File: config.mk
export PLATFORM = sky130hd
export DESIGN_NAME = icache_fetch_unit
export DESIGN_NICKNAME = d
export VERILOG_FILES = /design/src/rtl/icache_fetch_unit.sv
export SDC_FILE = /design/constraint.sdc
export NUM_CORES = 1
export LEC_CHECK = 0
export ABC_AREA = 1
export BUFFER_PORTS_ARGS = -buffer_cell sky130_fd_sc_hd__buf_2
export CELL_PAD_IN_SITES_DETAIL_PLACEMENT = 0
export CELL_PAD_IN_SITES_GLOBAL_PLACEMENT = 1
export CORE_MARGIN = 1.5
export CORE_UTILIZATION = 30
export DETAILED_ROUTE_END_ITERATION = 16
export PLACE_DENSITY_LB_ADDON = 0.1
export SYNTH_ARGS = -nofsm -noshare
export SYNTH_HDL_FRONTEND = slang
export SYNTH_SLANG_ARGS = --single-unit
File: constraint.sdc
create_clock -name clk -period 6.4 [get_ports clk]
set_input_delay 0.64 -clock clk [delete_from_list [all_inputs] [get_ports clk]]
set_output_delay 0.64 -clock clk [all_outputs]
set_load 0.05 [all_outputs]
File: src/rtl/icache_fetch_unit.sv
// icache_fetch_unit: turns one fetch request into a single aligned cache line
// read, trims each returned beat by start offset and remaining byte budget,
// right-aligns it and pushes it into the prefetch FIFO. Data-side writes that
// land inside the live code window flush prefetch for a few cycles.

// One output byte lane: picks source byte (lane + shift) and zeroes it when
// the lane lies beyond the byte count of the current push.
module icache_fetch_lane #(
  parameter int DATA_BYTES = 4,
  parameter int OFF_W      = 2,
  parameter int LEN_W      = 5,
  parameter int LANE       = 0
) (
  input  logic [DATA_BYTES-1:0][7:0] beat_bytes,
  input  logic [OFF_W-1:0]           shift,
  input  logic [LEN_W-1:0]           count,
  output logic [7:0]                 lane_byte
);

  logic [OFF_W:0] src;

  // Select the shifted source byte, masked by source range and byte count
  always_comb begin
    src       = (OFF_W+1)'(LANE) + {1'b0, shift};
    lane_byte = 8'd0;
    if ((src < (OFF_W+1)'(DATA_BYTES)) && (LEN_W'(LANE) < count))
      lane_byte = beat_bytes[src[OFF_W-1:0]];
  end

endmodule

module icache_fetch_unit #(
  parameter int DATA_BYTES   = 4,
  parameter int BURST_BEATS  = 4,
  parameter int LEN_W        = 5,
  parameter int RESET_HOLD   = 2,
  parameter int SNOOP_MARGIN = 4
) (
  input  logic                      clk,
  input  logic                      rst_n,
  input  logic                      pr_reset,
  input  logic [31:0]               prefetch_address,
  input  logic [31:0]               delivered_eip,
  output logic                      reset_prefetch,
  input  logic                      fetch_do,
  input  logic [31:0]               fetch_address,
  input  logic [LEN_W-1:0]          fetch_length,
  input  logic                      fifo_almost_full,
  output logic                      cache_req,
  output logic [31:0]               cache_addr,
  input  logic                      cache_valid,
  input  logic [8*DATA_BYTES-1:0]   cache_data,
  input  logic                      cache_done,
  output logic                      fifo_write_do,
  output logic [4+8*DATA_BYTES-1:0] fifo_write_data,
  output logic                      prefetched_do,
  output logic [LEN_W-1:0]          prefetched_length,
  input  logic [25:0]               snoop_addr,
  input  logic                      snoop_we
);

  localparam int OFF_W  = $clog2(DATA_BYTES);
  localparam int BEAT_W = $clog2(BURST_BEATS + 1);
  localparam int HOLD_W = $clog2(RESET_HOLD + 1);
  localparam logic [LEN_W-1:0] BEAT_LEN   = LEN_W'(DATA_BYTES);
  localparam logic [31:0]      WIN_EXTENT = 32'(DATA_BYTES * BURST_BEATS + SNOOP_MARGIN);

  typedef enum logic [1:0] {
    IDLE  = 2'd0,
    READ  = 2'd1,
    DRAIN = 2'd2
  } state_e;

  state_e state_q, state_d;

  logic [OFF_W-1:0]  offset_q, offset_d;
  logic [LEN_W-1:0]  remaining_q, remaining_d;
  logic [BEAT_W-1:0] beat_q, beat_d;

  logic              snp_vld_q, snp_vld_d;
  logic [31:0]       snp_addr_q, snp_addr_d;
  logic [31:0]       snp_min_q, snp_min_d;
  logic [31:0]       snp_max_q, snp_max_d;
  logic [HOLD_W-1:0] hold_q, hold_d;

  logic                        flush;
  logic                        req_ok;
  logic                        take_beat;
  logic                        push;
  logic                        snp_hit;
  logic [LEN_W-1:0]            avail;
  logic [LEN_W-1:0]            count;
  logic [OFF_W-1:0]            shift;
  logic [DATA_BYTES-1:0][7:0]  beat_bytes;
  logic [DATA_BYTES-1:0][7:0]  trim_bytes;

  assign flush      = pr_reset | reset_prefetch;
  assign beat_bytes = cache_data;

  // Request qualification and per-beat byte accounting
  always_comb begin
    req_ok    = rst_n && (state_q == IDLE) && !flush && fetch_do &&
                (fetch_length != '0) && !fifo_almost_full;
    take_beat = rst_n && (state_q == READ) && cache_valid && !flush;
    push      = take_beat && (remaining_q != '0);
    avail     = (beat_q == '0) ? (BEAT_LEN - LEN_W'(offset_q)) : BEAT_LEN;
    count     = (avail < remaining_q) ? avail : remaining_q;
    shift     = (beat_q == '0) ? offset_q : '0;
  end

  // Byte lanes: right-align the first beat and cut off bytes past the budget
  for (genvar g = 0; g < DATA_BYTES; g++) begin : g_lane
    icache_fetch_lane #(
      .DATA_BYTES (DATA_BYTES),
      .OFF_W      (OFF_W),
      .LEN_W      (LEN_W),
      .LANE       (g)
    ) u_lane (
      .beat_bytes (beat_bytes),
      .shift      (shift),
      .count      (count),
      .lane_byte  (trim_bytes[g])
    );
  end

  // FSM state register
  always_ff @(posedge clk) begin
    if (!rst_n) state_q <= IDLE;
    else        state_q <= state_d;
  end

  // FSM next state: a flush in READ drains the outstanding read; done wins
  // over flush so a read never waits for a second done
  always_comb begin
    state_d = state_q;
    case (state_q)
      IDLE:    if (req_ok) state_d = READ;
      READ: begin
        if (cache_done)  state_d = IDLE;
        else if (flush)  state_d = DRAIN;
      end
      DRAIN:   if (cache_done) state_d = IDLE;
      default: state_d = IDLE;
    endcase
  end

  // FSM outputs: request and push strobes, all held low in reset
  always_comb begin
    cache_req         = req_ok;
    cache_addr        = rst_n ? {fetch_address[31:OFF_W], {OFF_W{1'b0}}} : 32'd0;
    fifo_write_do     = push;
    prefetched_do     = push;
    prefetched_length = push ? count : '0;
    fifo_write_data   = push ? {count[3:0], trim_bytes} : '0;
    reset_prefetch    = rst_n && (hold_q != '0);
  end

  // Read bookkeeping: latch offset/budget on accept, consume per valid beat
  always_comb begin
    offset_d    = offset_q;
    remaining_d = remaining_q;
    beat_d      = beat_q;
    if (req_ok) begin
      offset_d    = fetch_address[OFF_W-1:0];
      remaining_d = fetch_length;
      beat_d      = '0;
    end else if (take_beat) begin
      beat_d = beat_q + BEAT_W'(1);
      if (push) remaining_d = remaining_q - count;
    end
  end

  // Snoop: register write address and window bounds, compare one cycle later,
  // and (re)start the flush hold counter on a hit
  always_comb begin
    snp_vld_d  = snoop_we;
    snp_addr_d = snp_addr_q;
    snp_min_d  = snp_min_q;
    snp_max_d  = snp_max_q;
    if (snoop_we) begin
      snp_addr_d = {4'd0, snoop_addr, 2'd0};
      snp_min_d  = delivered_eip;
      snp_max_d  = prefetch_address + WIN_EXTENT;
    end
    snp_hit = snp_vld_q && (snp_min_q <= snp_addr_q) && (snp_addr_q <= snp_max_q);
    if (snp_hit)              hold_d = HOLD_W'(RESET_HOLD);
    else if (hold_q != '0)    hold_d = hold_q - HOLD_W'(1);
    else                      hold_d = '0;
  end

  // Datapath and snoop registers
  always_ff @(posedge clk) begin
    if (!rst_n) begin
      offset_q    <= '0;
      remaining_q <= '0;
      beat_q      <= '0;
      snp_vld_q   <= 1'b0;
      snp_addr_q  <= '0;
      snp_min_q   <= '0;
      snp_max_q   <= '0;
      hold_q      <= '0;
    end else begin
      offset_q    <= offset_d;
      remaining_q <= remaining_d;
      beat_q      <= beat_d;
      snp_vld_q   <= snp_vld_d;
      snp_addr_q  <= snp_addr_d;
      snp_min_q   <= snp_min_d;
      snp_max_q   <= snp_max_d;
      hold_q      <= hold_d;
    end
  end

endmodule

; ---- Yosys cells after proc, flatten, opt, wreduce, memory -nomap -nowiden
; Cells that the tools add are included.
[op_classes]
n_mux = 28
magnitude_cmp = 15
bitwise = 3
addsub = 8
eq_ne = 5
reduce_logical = 29
[ops]
columns = operator, n
row1 = binary-select mux 8 bit (select 2 bit), 4
row2 = 2-to-1 mux 8 bit, 8
row3 = 2-to-1 mux 36 bit, 1
row4 = "adder 32 x 5 -> 32 bit, second input constant", 1
row5 = <= comparator 28 x 32 -> 1 bit, 1
row6 = <= comparator 32 x 28 -> 1 bit, 1
row7 = 2-to-1 mux 32 bit, 1
row8 = 2-to-1 mux 5 bit, 6
row9 = logical AND 1 bit, 16
row10 = "less-than comparator 2 x 3 -> 1 bit, second input constant", 5
row11 = 2-to-1 mux 2 bit, 7
row12 = "less-than comparator 1 x 5 -> 1 bit, first input constant", 2
row13 = "less-than comparator 2 x 5 -> 1 bit, first input constant", 2
row14 = nonzero test 5 bit, 2
row15 = "less-than comparator 3 bit, second input constant", 3
row16 = "adder 2 x 2 -> 3 bit, first input constant", 2
row17 = case mux 2 bit (3 select lines), 1
row18 = nonzero test 2 bit, 3
row19 = less-than comparator 5 bit, 1
row20 = subtractor 5 bit, 1
row21 = "!= test 2 bit, second input constant", 2
row22 = "subtractor 3 x 2 -> 4 bit, first input constant", 1
row23 = "adder 1 x 2 -> 3 bit, first input constant", 1
row24 = "adder 3 x 1 -> 3 bit, second input constant", 1
row25 = other kinds (13), 15
[word_totals]
ff_bits = 105
wordCells = 98
out_inout_bits = 77
inputBits = 167

; ---- Logic depth before layout (Yosys ltp)
; Gate-level depths: netlist (run 1).
[depth]
depth_word = 10
depth_mapped = 21
depth_no_buf = 21

; ---- By module
; A second synthesis (run 1) with hierarchy kept.
[unflattened]
hier_cells = 1415
area_unflattened_um2 = 8451.9
[by_module_without_submodules]
columns = module, area_per_inst_um2, cells_each, instances
row1 = icache_fetch_unit, 6831.6, 1054, 1
row2 = icache_fetch_lane (g_lane[1].u_lane ...), 447.9, 100, 2
row3 = icache_fetch_lane (g_lane[0].u_lane), 457.9, 98, 1
row4 = icache_fetch_lane (g_lane[2].u_lane), 266.5, 63, 1

; ---- Worst setup path before layout (run 1)
; OpenSTA, ideal clock, no wires.
[synth_timing]
path_type = reg-to-output
startpoint = register beat_q[0]
endpoint = output fifo_write_data[24]
arrival_ns = 3.280
slack_ns = 2.480
path_stages_with_launch = 16
path_cell_list = dfxtp_1 > inv_1 > ha_1 > nand2_1 > nor2_1 > inv_1 > ha_1 > nand2_1 > inv_1 > o21ai_0 > nand2_1 > nand2_1 > o21ai_1 > nor2_1 > nand2_1 > nor2_1
[synth_via]
elab_chain_cells = 8
elab_cells_between_ends = 13
[synth_lines]
columns = item, line_no
row1 = "start, declared", 78  ; logic [BEAT_W-1:0] beat_q, beat_d;
row2 = "start signal, assigned", 205  ; beat_q <= beat_d;
row3 = zero test 3 bit (*), "106, 108"
row4 = 2-to-1 mux 5 bit, 106  ; avail = (beat_q == '0) ? (BEAT_LEN - LEN_W'(offset_q)) : BEAT_LEN;
row5 = less-than comparator 5 bit, 107  ; count = (avail < remaining_q) ? avail : remaining_q;
row6 = 2-to-1 mux 5 bit, 107
row7 = less-than comparator 2 x 5 -> 1 bit, 26  ; if ((src < (OFF_W+1)'(DATA_BYTES)) && (LEN_W'(LANE) < count))
row8 = logical AND 1 bit, 26
row9 = 2-to-1 mux 8 bit (*), 26
row10 = 2-to-1 mux 36 bit (*), 154  ; fifo_write_data = push ? {count[3:0], trim_bytes} : '0;
row11 = "end, declared", 55  ; output logic [4+8*DATA_BYTES-1:0] fifo_write_data,
; Every way passes the cells marked *; elsewhere a longest branch is shown, timed or not. The select of a mux whose other input is x is not followed.

; ---- Worst setup path after layout (run 1)
[layout_timing]
startpoint = register beat_q[0]
endpoint = output fifo_write_data[8]
[layout_via]
elab_chain_cells = 8
elab_cells_between_ends = 13
[layout_lines]
columns = item, line_no
row1 = zero test 3 bit (*), "106, 108"
row2 = 2-to-1 mux 5 bit, 106
row3 = less-than comparator 5 bit, 107
row4 = 2-to-1 mux 5 bit, 107
row5 = less-than comparator 1 x 5 -> 1 bit, 26
row6 = logical AND 1 bit, 26
row7 = 2-to-1 mux 8 bit (*), 26
row8 = 2-to-1 mux 36 bit (*), 154
; Marked as above.

==> results of run 1 <==
[worst max-delay path, delay by kind of cell, from the launching register on]
kind	cells	cell delay [ps]
compound gates	1	100
flops	1	340
simple gates	4	1040
fa+ha+maj	2	790
buf+inv	4	830
[sequential cells by signal, indices dropped and copies added, names as in the netlist]
register and count:
beat_q 3, hold_q 2, offset_q 2, remaining_q 5, snp_addr_q 26, snp_max_q 32
snp_min_q 32, snp_vld_q 1, state_q 2
[stage by stage]
| step | instance area (sq um) | setup slack, ps | std cells |
|---|---|---|---|
| finish | 9100 | 2300 | 1712 |
| global route | 9100 | 1900 | 1712 |
| CTS | 9100 | 2270 | 1711 |
| detailed placement | 8800 | 2450 | 1695 |
| global placement | 8800 | 2500 | 1695 |
| floorplan | 7420 | 2480 | 1183 |
[synth_stat cells (all sizes together)]
master / number
nor3b: 2
nor3: 12
or2: 6
xor2: 10
nand3b: 4
conb: 1
buf: 15
clkinv: 2
a31oi: 2
a21oi: 88
nor2: 140
mux2i: 1
o21ai: 153
nand2: 244
nand3: 34
ha: 63
inv: 222
dfxtp: 105
fa: 1
xnor2: 9
nand4: 13
clkbuf: 40
a21o: 2
o221ai: 1
a211o: 1
nor4: 2
o211ai: 5
and3: 1
[per-layer routing]
layer	vias up	GRT usage	routed length [um]
li1	4090	-	-
met1	3167	0.244	11400
met2	217	0.273	9180
met3	22	0.0327	1160
met4	0	0.0467	385
met5	-	0	0
[final cells by class]
type,instances,area [sq um],area share
Clock buffer,10,239,0.0263
Antenna cell,1,2.50,0.000275
Multi-Input combinational cell,799,4220,0.463
Inverter,224,848,0.0932
Tap cell,324,405,0.0445
Sequential cell,105,2100,0.231
Timing Repair Buffer,243,1230,0.135
Clock inverter,6,61.3,0.00674
[cell families after synthesis]
family                     after synthesis
muxes                                    1
and+or+nand+nor                        458
DFF                                    105
AOI/OAI and AO/OA                      252
buffers and inverters                  279
xor gates and xnor gates                19
adders and majority gates               64
other                                    1
[power by group through the flow]
stage,clock network [mW],logic (mW),registers [mW]
CTS,0.583,0.440,0.716
floorplan,0,0.300,0.724
global route,0.609,0.502,0.721
global placement,0,0.437,0.731
detailed placement,0,0.437,0.731
finish,0.557,0.434,0.716
[worst paths after layout]
kind,start,to,cells past startpoint
setup / recovery,beat_q[0]$_SDFFE_PP0P_,fifo_write_data[8],11
hold / removal,snp_min_q[31]$_SDFFE_PN0P_,snp_min_q[31]$_SDFFE_PN0P_,2
setup reg to reg,beat_q[0]$_SDFFE_PP0P_,remaining_q[4]$_SDFFE_PN0P_,21
hold reg to reg,snp_min_q[31]$_SDFFE_PN0P_,snp_min_q[31]$_SDFFE_PN0P_,2
==> impl_summary.md, run 1 <==
Power
For this design the ratio of total power to cell area is ~190 mW/mm^2. The leakage component of the power is 5.12 nW. The maximum ir drop on the vdd rail is 0.000151 V.

The share of power burned in the clock network is 0.327. The net switching share of the total power is 0.335. The share of total power dissipated in combinational logic is 0.254.

Summing internal, switching and leakage power gives between 1.5 and 2 mW. Summed over all nets, the switching power comes to approximately 0.57 mW. Cell internal power was estimated by the tool at ~1.1 mW. The proportion of power drawn by flip-flops and latches is 0.419.

Critical path
The maximum single-stage delay on the critical path is approximately 690 ps. The largest individual stage delay along the critical path comes from the cell sky130_fd_sc_hd__nor2_1. Traced cell by cell, the critical path runs through inv_1 > ha_1 > nand2_1 > nor2_1 > inv_1 > ha_1 > inv_1 > nand2_1 > o21ai_0 > nor2_2 > buf_2. The worst setup path is captured at a primary output. The type of the worst setup path is flip-flop to primary output. The reg2reg setup slack is between 3000 and 4000 ps. The required time reported for the critical path endpoint is 5760 ps. The worst setup path is launched from a flip-flop. The dominant cell type by count on the critical path is sky130_fd_sc_hd__inv_1. The endpoint arrival time on the critical path is around 3500 ps.

In this run the worst path has a maximum fanout of 17.

Min path
The path category of the worst min-delay check is flip-flop to flip-flop.

Final layout
The layout cell share with drive strength beyond 1 is 0.206. The number of nets in the layout is between 1500 and 2000. For this run, the share of the core covered by cells in the final layout is 0.375.

The most frequent standard cell in the layout excluding fill and tap cells is sky130_fd_sc_hd__nand2_1. In the layout the commonest cells are 241 x sky130_fd_sc_hd__nand2_1, 238 x sky130_fd_sc_hd__buf_2, 219 x sky130_fd_sc_hd__inv_1. The area growth from synthesis to layout is 22.9%. After filler insertion, the fill cell instance count of the layout stands at approximately 2700.

Clocking
The number of buffers created by CTS is 9. In this run the deepest clock path goes through 2 buffers. Clock-pin slew was measured on the worst setup and hold paths at about 80 ps.

The buffers inserted during post-CTS setup optimization is 0. The number of resized instances in the post-cts repair step is 0. Counting every sink on the clock net gives around 110.

The H-tree was split into 3 levels. The hold buffer count at cts is 0. The cell chosen for the clock root is sky130_fd_sc_hd__clkbuf_16. The later pin in the worst-skew pair is clocked with a latency of about 350 ps.

The CTS tree is built.

Placed design
The detailed placement HPWL is 17500 um. The count of input and output buffers is approximately 240. At the end of routability-driven placement, the weighted congestion stood at roughly 0.86.

Die
The floorplan has 57 rows. The total die area is 0.0256 sq mm. The die span in y is between 150 and 200 um. between 200 and 250 I/O pins were placed. The horizontal extent of the die is ~160 um. The initial utilization of the core area, before any placement, comes to 0.305. The total area inside the core boundary comes to approximately 0.024 sq mm.

Synth
The number of synthesized register bits is about 110. Of the total synthesized cell area, the portion taken by full adders, half adders and majority gates is 0.109. The leading area contributor after synthesis is sky130_fd_sc_hd__dfxtp_1.

The synthesized-area fraction occupied by ao, oa, aoi and oai cells is 0.174. A synthesized cell averages between 6 and 7 sq um. The synthesized netlist occupies a cell area of between 0.007 and 0.008 sq mm. The sequential cell area fraction in the yosys report is 0.284. Yosys attributes the largest share of cell area to sky130_fd_sc_hd__dfxtp_1 28%, sky130_fd_sc_hd__nand2_1 12%, sky130_fd_sc_hd__inv_1 11%. The xor-xnor portion of the synthesized cell area is 0.0225. After synthesis, the share of cell area in mux cells is 0.00135. The simple logic cell fraction of the synthesized area is 0.259. During synthesis, Yosys emitted a total of 0 warnings. After technology mapping, the gate count stands at approximately 1200. Synthesis instantiated 43 different standard cells from the library. The fraction of post-synthesis cell area in the top cell type by area is 0.284.

The largest family of logic cells by synthesized area is simple AND/OR/NAND/NOR gates.

Global routing
For this run, the total global-route usage over all layers was measured as 0.174. Entering global routing, the biggest net connects 76 pins. The global-route wire length before repair is about 36000 um.

The via count of the first global-routing pass is 7044. The residual overflow from global routing is 0. The initial antenna violation count is 1.

Routing
The first-iteration detailed-routing DRC count is between 400 and 500. The final layout contains routed wiring with a total length of ~22000 um. The via count of the routed design is ~7500. In this run the remaining antenna-violating nets after routing total 0.

In the final routed layout, each cell accounts on average for 12.9 um. The number of iterations in the first detailed-routing pass is 5. The via count normalized by instance count is roughly 4.4. In the routed design, unresolved DRC markers number 0.

Timing
The final setup TNS is 0 ps. Setup repair after global routing left no endpoint under its margin. The shortest period the worst path allows is 4100 ps. The highest clock frequency the design can meet is 0.244 GHz. Between clock sinks in the finished design, the worst skew comes to 7.44 ps. The hold slack is around 460 ps. The final-report max-slew violation count is 0.

The relative slew slack is 0.397. Setup violations remaining at the end of the flow were counted as 0. Dividing the final minimum period by the clock period gives 0.640. The final hold violation count is 0. The slew at the pin closest to its max-slew limit is roughly 900 ps.

Flow run
The count of maximum capacitance violations is 0.

Outcome
The flow ran to the end, and the final reports show no timing, DRC or antenna violations.
Note: power is estimated with default switching activity, not from simulation.
==> run 2, diff against run 1 <==
- clock period: 6.4 -> 4.18 ns (I/O delays scaled with it)
==> run 2 against run 1 <==
Combinational power is 53% higher. Die area unchanged. First-iteration DRC count decreased by 11%. Sequential power grew 54%. Via count barely moved. Cell area is essentially flat. Critical path type unchanged.
==> impl_summary.md, run 2 (synthesized netlist as in run 1, its figures left out) <==
Critical path
The type of the worst setup path is flip-flop to primary output (unchanged). The critical-path cell with the highest stage delay is sky130_fd_sc_hd__or2_1 (was sky130_fd_sc_hd__nor2_1). The end of the worst register-to-register path is remaining_q[4]$_SDFFE_PN0P_ (unchanged). The cell count of the worst reg-to-reg path is 21 (unchanged). The maximum single-stage delay on the critical path is 410 ps (was 690 ps). The dominant cell type by count on the critical path is sky130_fd_sc_hd__nand2_1 (was sky130_fd_sc_hd__inv_1).

The critical-path maximum fanout is 8 (was 17). The type of element capturing the critical path is a primary output (unchanged). The beginning of the worst register-to-register path is beat_q[0]$_SDFFE_PP0P_ (unchanged). The reg2reg setup slack was 930 ps (was 3070 ps). The endpoint arrival time on the critical path is 3100 ps (was 3460 ps).

The required time reported for the critical path endpoint came to 3760 ps (was 5760 ps). The type of element launching the critical path is a flip-flop (unchanged). Series of cell instances along the critical path: inv_1 > ha_1 > nand2_1 > nor2_1 > inv_1 > ha_1 > nand2_1 > inv_1 > o21ai_0 > nand2_1 > o21ai_1 > nand2_1 > nand2_2 > or2_1 > nor2_2 > buf_2 (was inv_1 > ha_1 > nand2_1 > nor2_1 > inv_1 > ha_1 > inv_1 > nand2_1 > o21ai_0 > nor2_2 > buf_2).

Clocking
The cell chosen for the clock root was sky130_fd_sc_hd__clkbuf_16 (unchanged). The maximum clock path buffer count is 2 (unchanged). The clock input transition at the sequential cells of the worst setup and hold paths came to 80 ps (about the same). The number of resized instances in the post-cts repair step is 0 (unchanged). The worst-skew pair later-pin latency was 360 ps (was 350 ps). The number of sinks handled by clock tree synthesis is 105 (unchanged). The CTS tree is built (unchanged). The number of buffers created by CTS is 9 (unchanged). The number of H-tree levels is 3 (unchanged).

The buffers inserted during post-CTS setup optimization is 0 (unchanged). The hold buffer count at cts was 0 (unchanged).

Min path
The worst hold path cell count came to 3 (was 2). The hold-critical path endpoint is snp_min_q[14]$_SDFFE_PN0P_ (was snp_min_q[31]$_SDFFE_PN0P_). The origin of the worst min-delay path is delivered_eip[14] (was snp_min_q[31]$_SDFFE_PN0P_).

The path category of the worst min-delay check is primary input to flip-flop (was flip-flop to flip-flop).

Routing
The average detailed-routed wire length per instance is 13.0 um (was 12.9 um). The via count of the routed design is 7491 (was 7496). The number of iterations in the first detailed-routing pass came to 4 (was 5). The sum of routed wire length over all layers is 22300 um (was 22100 um).

The post-detailed-route count of antenna-violating nets was 0 (unchanged). The first-iteration detailed-routing DRC count was 358 (was 404). The via count normalized by instance count is 4.38 (about the same). The number of design rule violations left after detail routing is 0 (unchanged).

Placed design
The total placed cells including tap cells is 1696 (was 1695). The worst slack at placement is 948 ps (was 2450 ps). The detailed placement HPWL is 17600 um (was 17500 um).

The cell area after placement is 0.00882 sq mm (was 0.00880 sq mm). The count of input and output buffers is 238 (unchanged). The placer's final routability congestion estimate was 0.854 (was 0.858).

Timing
The total of endpoints with negative setup slack in the final report came to 0 (unchanged). The maximum clock skew at final layout is 12.3 ps (was 7.44 ps). The final worst slack came to 660 ps (was 2300 ps). Dividing the final minimum period by the clock period gives 0.842. The relative slew slack came to 0.366 (was 0.397). The shortest period the worst path allows is around 3500 ps. The hold slack came to 281 ps (was 460 ps). Setup repair after global routing missed its margin: no (unchanged). The highest clock frequency the design can meet is between 0.2 and 0.3 GHz. The final setup TNS is 0 ps (unchanged). The slew at the pin closest to its max-slew limit is 950 ps (was 904 ps). The final-report max-slew violation count came to 0 (unchanged).

The final hold violation count is 0 (unchanged).

Power
The maximum ir drop on the vdd rail is 0.000163 V (was 0.000151 V). The power per unit of standard cell area is 285 mW/mm^2 (was 188 mW/mm^2). The leakage component of the power is 5.13 nW (was 5.12 nW).

Final layout
The layout cell share with drive strength beyond 1 is 0.207 (was 0.206). The post-synthesis to final-layout area growth is 23.0% (was 22.9%). The number of nets in the layout is 1614 (was 1613). Largest registers in the final layout: snp_max_q x32, snp_min_q x32, snp_addr_q x26 (unchanged).

The antenna diode count is 0 (was 1). The final cell area excluding filler cells came to 0.00911 sq mm (was 0.00910 sq mm). The count of non-filler cells in the finished layout is 1712 (unchanged). Commonest cells after routing, fill and taps aside: 241 x sky130_fd_sc_hd__nand2_1, 238 x sky130_fd_sc_hd__buf_2, 219 x sky130_fd_sc_hd__inv_1 (unchanged). The most frequent standard cell in the layout excluding fill and tap cells is sky130_fd_sc_hd__nand2_1 (unchanged).

Die
The total die area is 0.0256 sq mm (unchanged). The horizontal extent of the die is 160 um (unchanged). The area of the core was 0.0242 sq mm (unchanged). The boundary pin count was 244 (unchanged).

The number of cell rows came to 57 (unchanged). The initial core utilization is 0.305 (unchanged). The die span in y is 160 um (unchanged).

Flow run
The count of maximum capacitance violations is 0 (unchanged).

Global routing
The initial antenna violation count came to 0 (was 1). The global-route wire length before repair is 36500 um (was 36000 um). The residual overflow from global routing is 0 (unchanged). The overall track demand over capacity in global routing is 0.177 (was 0.174).

The via count of the first global-routing pass was 7204 (was 7044). The largest net degree at the start of global routing came to 100 (was 76).

Outcome
Result of the run: finished clean (unchanged).
run 2: cell type report:
class	count	area, sq um
multi-input cells	799	4220
flip-flops and latches	105	2100
fillers	2733	15100
well taps	324	405
clock inverters	7	66.3
inverters	224	848
repair buffers	244	1250
clock buffers	9	225
run 2: worst max-delay path by stage:
stage | slack, ps | start | end | cells after the start
2_1_floorplan | 480 | beat_q[0]$_SDFFE_PP0P_ | fifo_write_data[24] | 15
3_3_place_gp | 990 | beat_q[0]$_SDFFE_PP0P_ | remaining_q[4]$_SDFFE_PN0P_ | 21
3_5_place_dp | 950 | beat_q[0]$_SDFFE_PP0P_ | remaining_q[4]$_SDFFE_PN0P_ | 21
4_1_cts | 640 | beat_q[0]$_SDFFE_PP0P_ | fifo_write_data[9] | 16
5_1_grt | 350 | beat_q[0]$_SDFFE_PP0P_ | fifo_write_data[8] | 16
6_report | 660 | beat_q[0]$_SDFFE_PP0P_ | fifo_write_data[9] | 16
run 2: per-stage QoR:
stage	util	total power [mW]
3_3_place_gp	0.364	1.79
6_report	0.376	2.60
2_1_floorplan	-	1.57
3_5_place_dp	0.364	1.79
4_1_cts	0.376	2.64
5_1_grt	0.376	2.78
run 2: metal layers:
metal	global-route usage	up-vias	share of wire	wire (um)
met5	0	-	0	0
met4	0.0340	0	0.0070	157
met3	0.0338	10	0.051	1140
met2	0.281	193	0.43	9480
met1	0.248	3196	0.52	11500
li1	-	4092	-	-
run 2: report_power, final:
group	switching, mW	internal (mW)
clock	0.420	0.417
sequential	0.0314	1.06
combinational	0.424	0.241
total	0.875	1.72
run 2: worst max-delay path: cells and delay by family, from the launching register on:
kind,cells,cell delay (ps)
compound gates,2,480
fa+ha+maj,2,460
buf+inv,4,380
flops,1,370
simple gates,8,1060
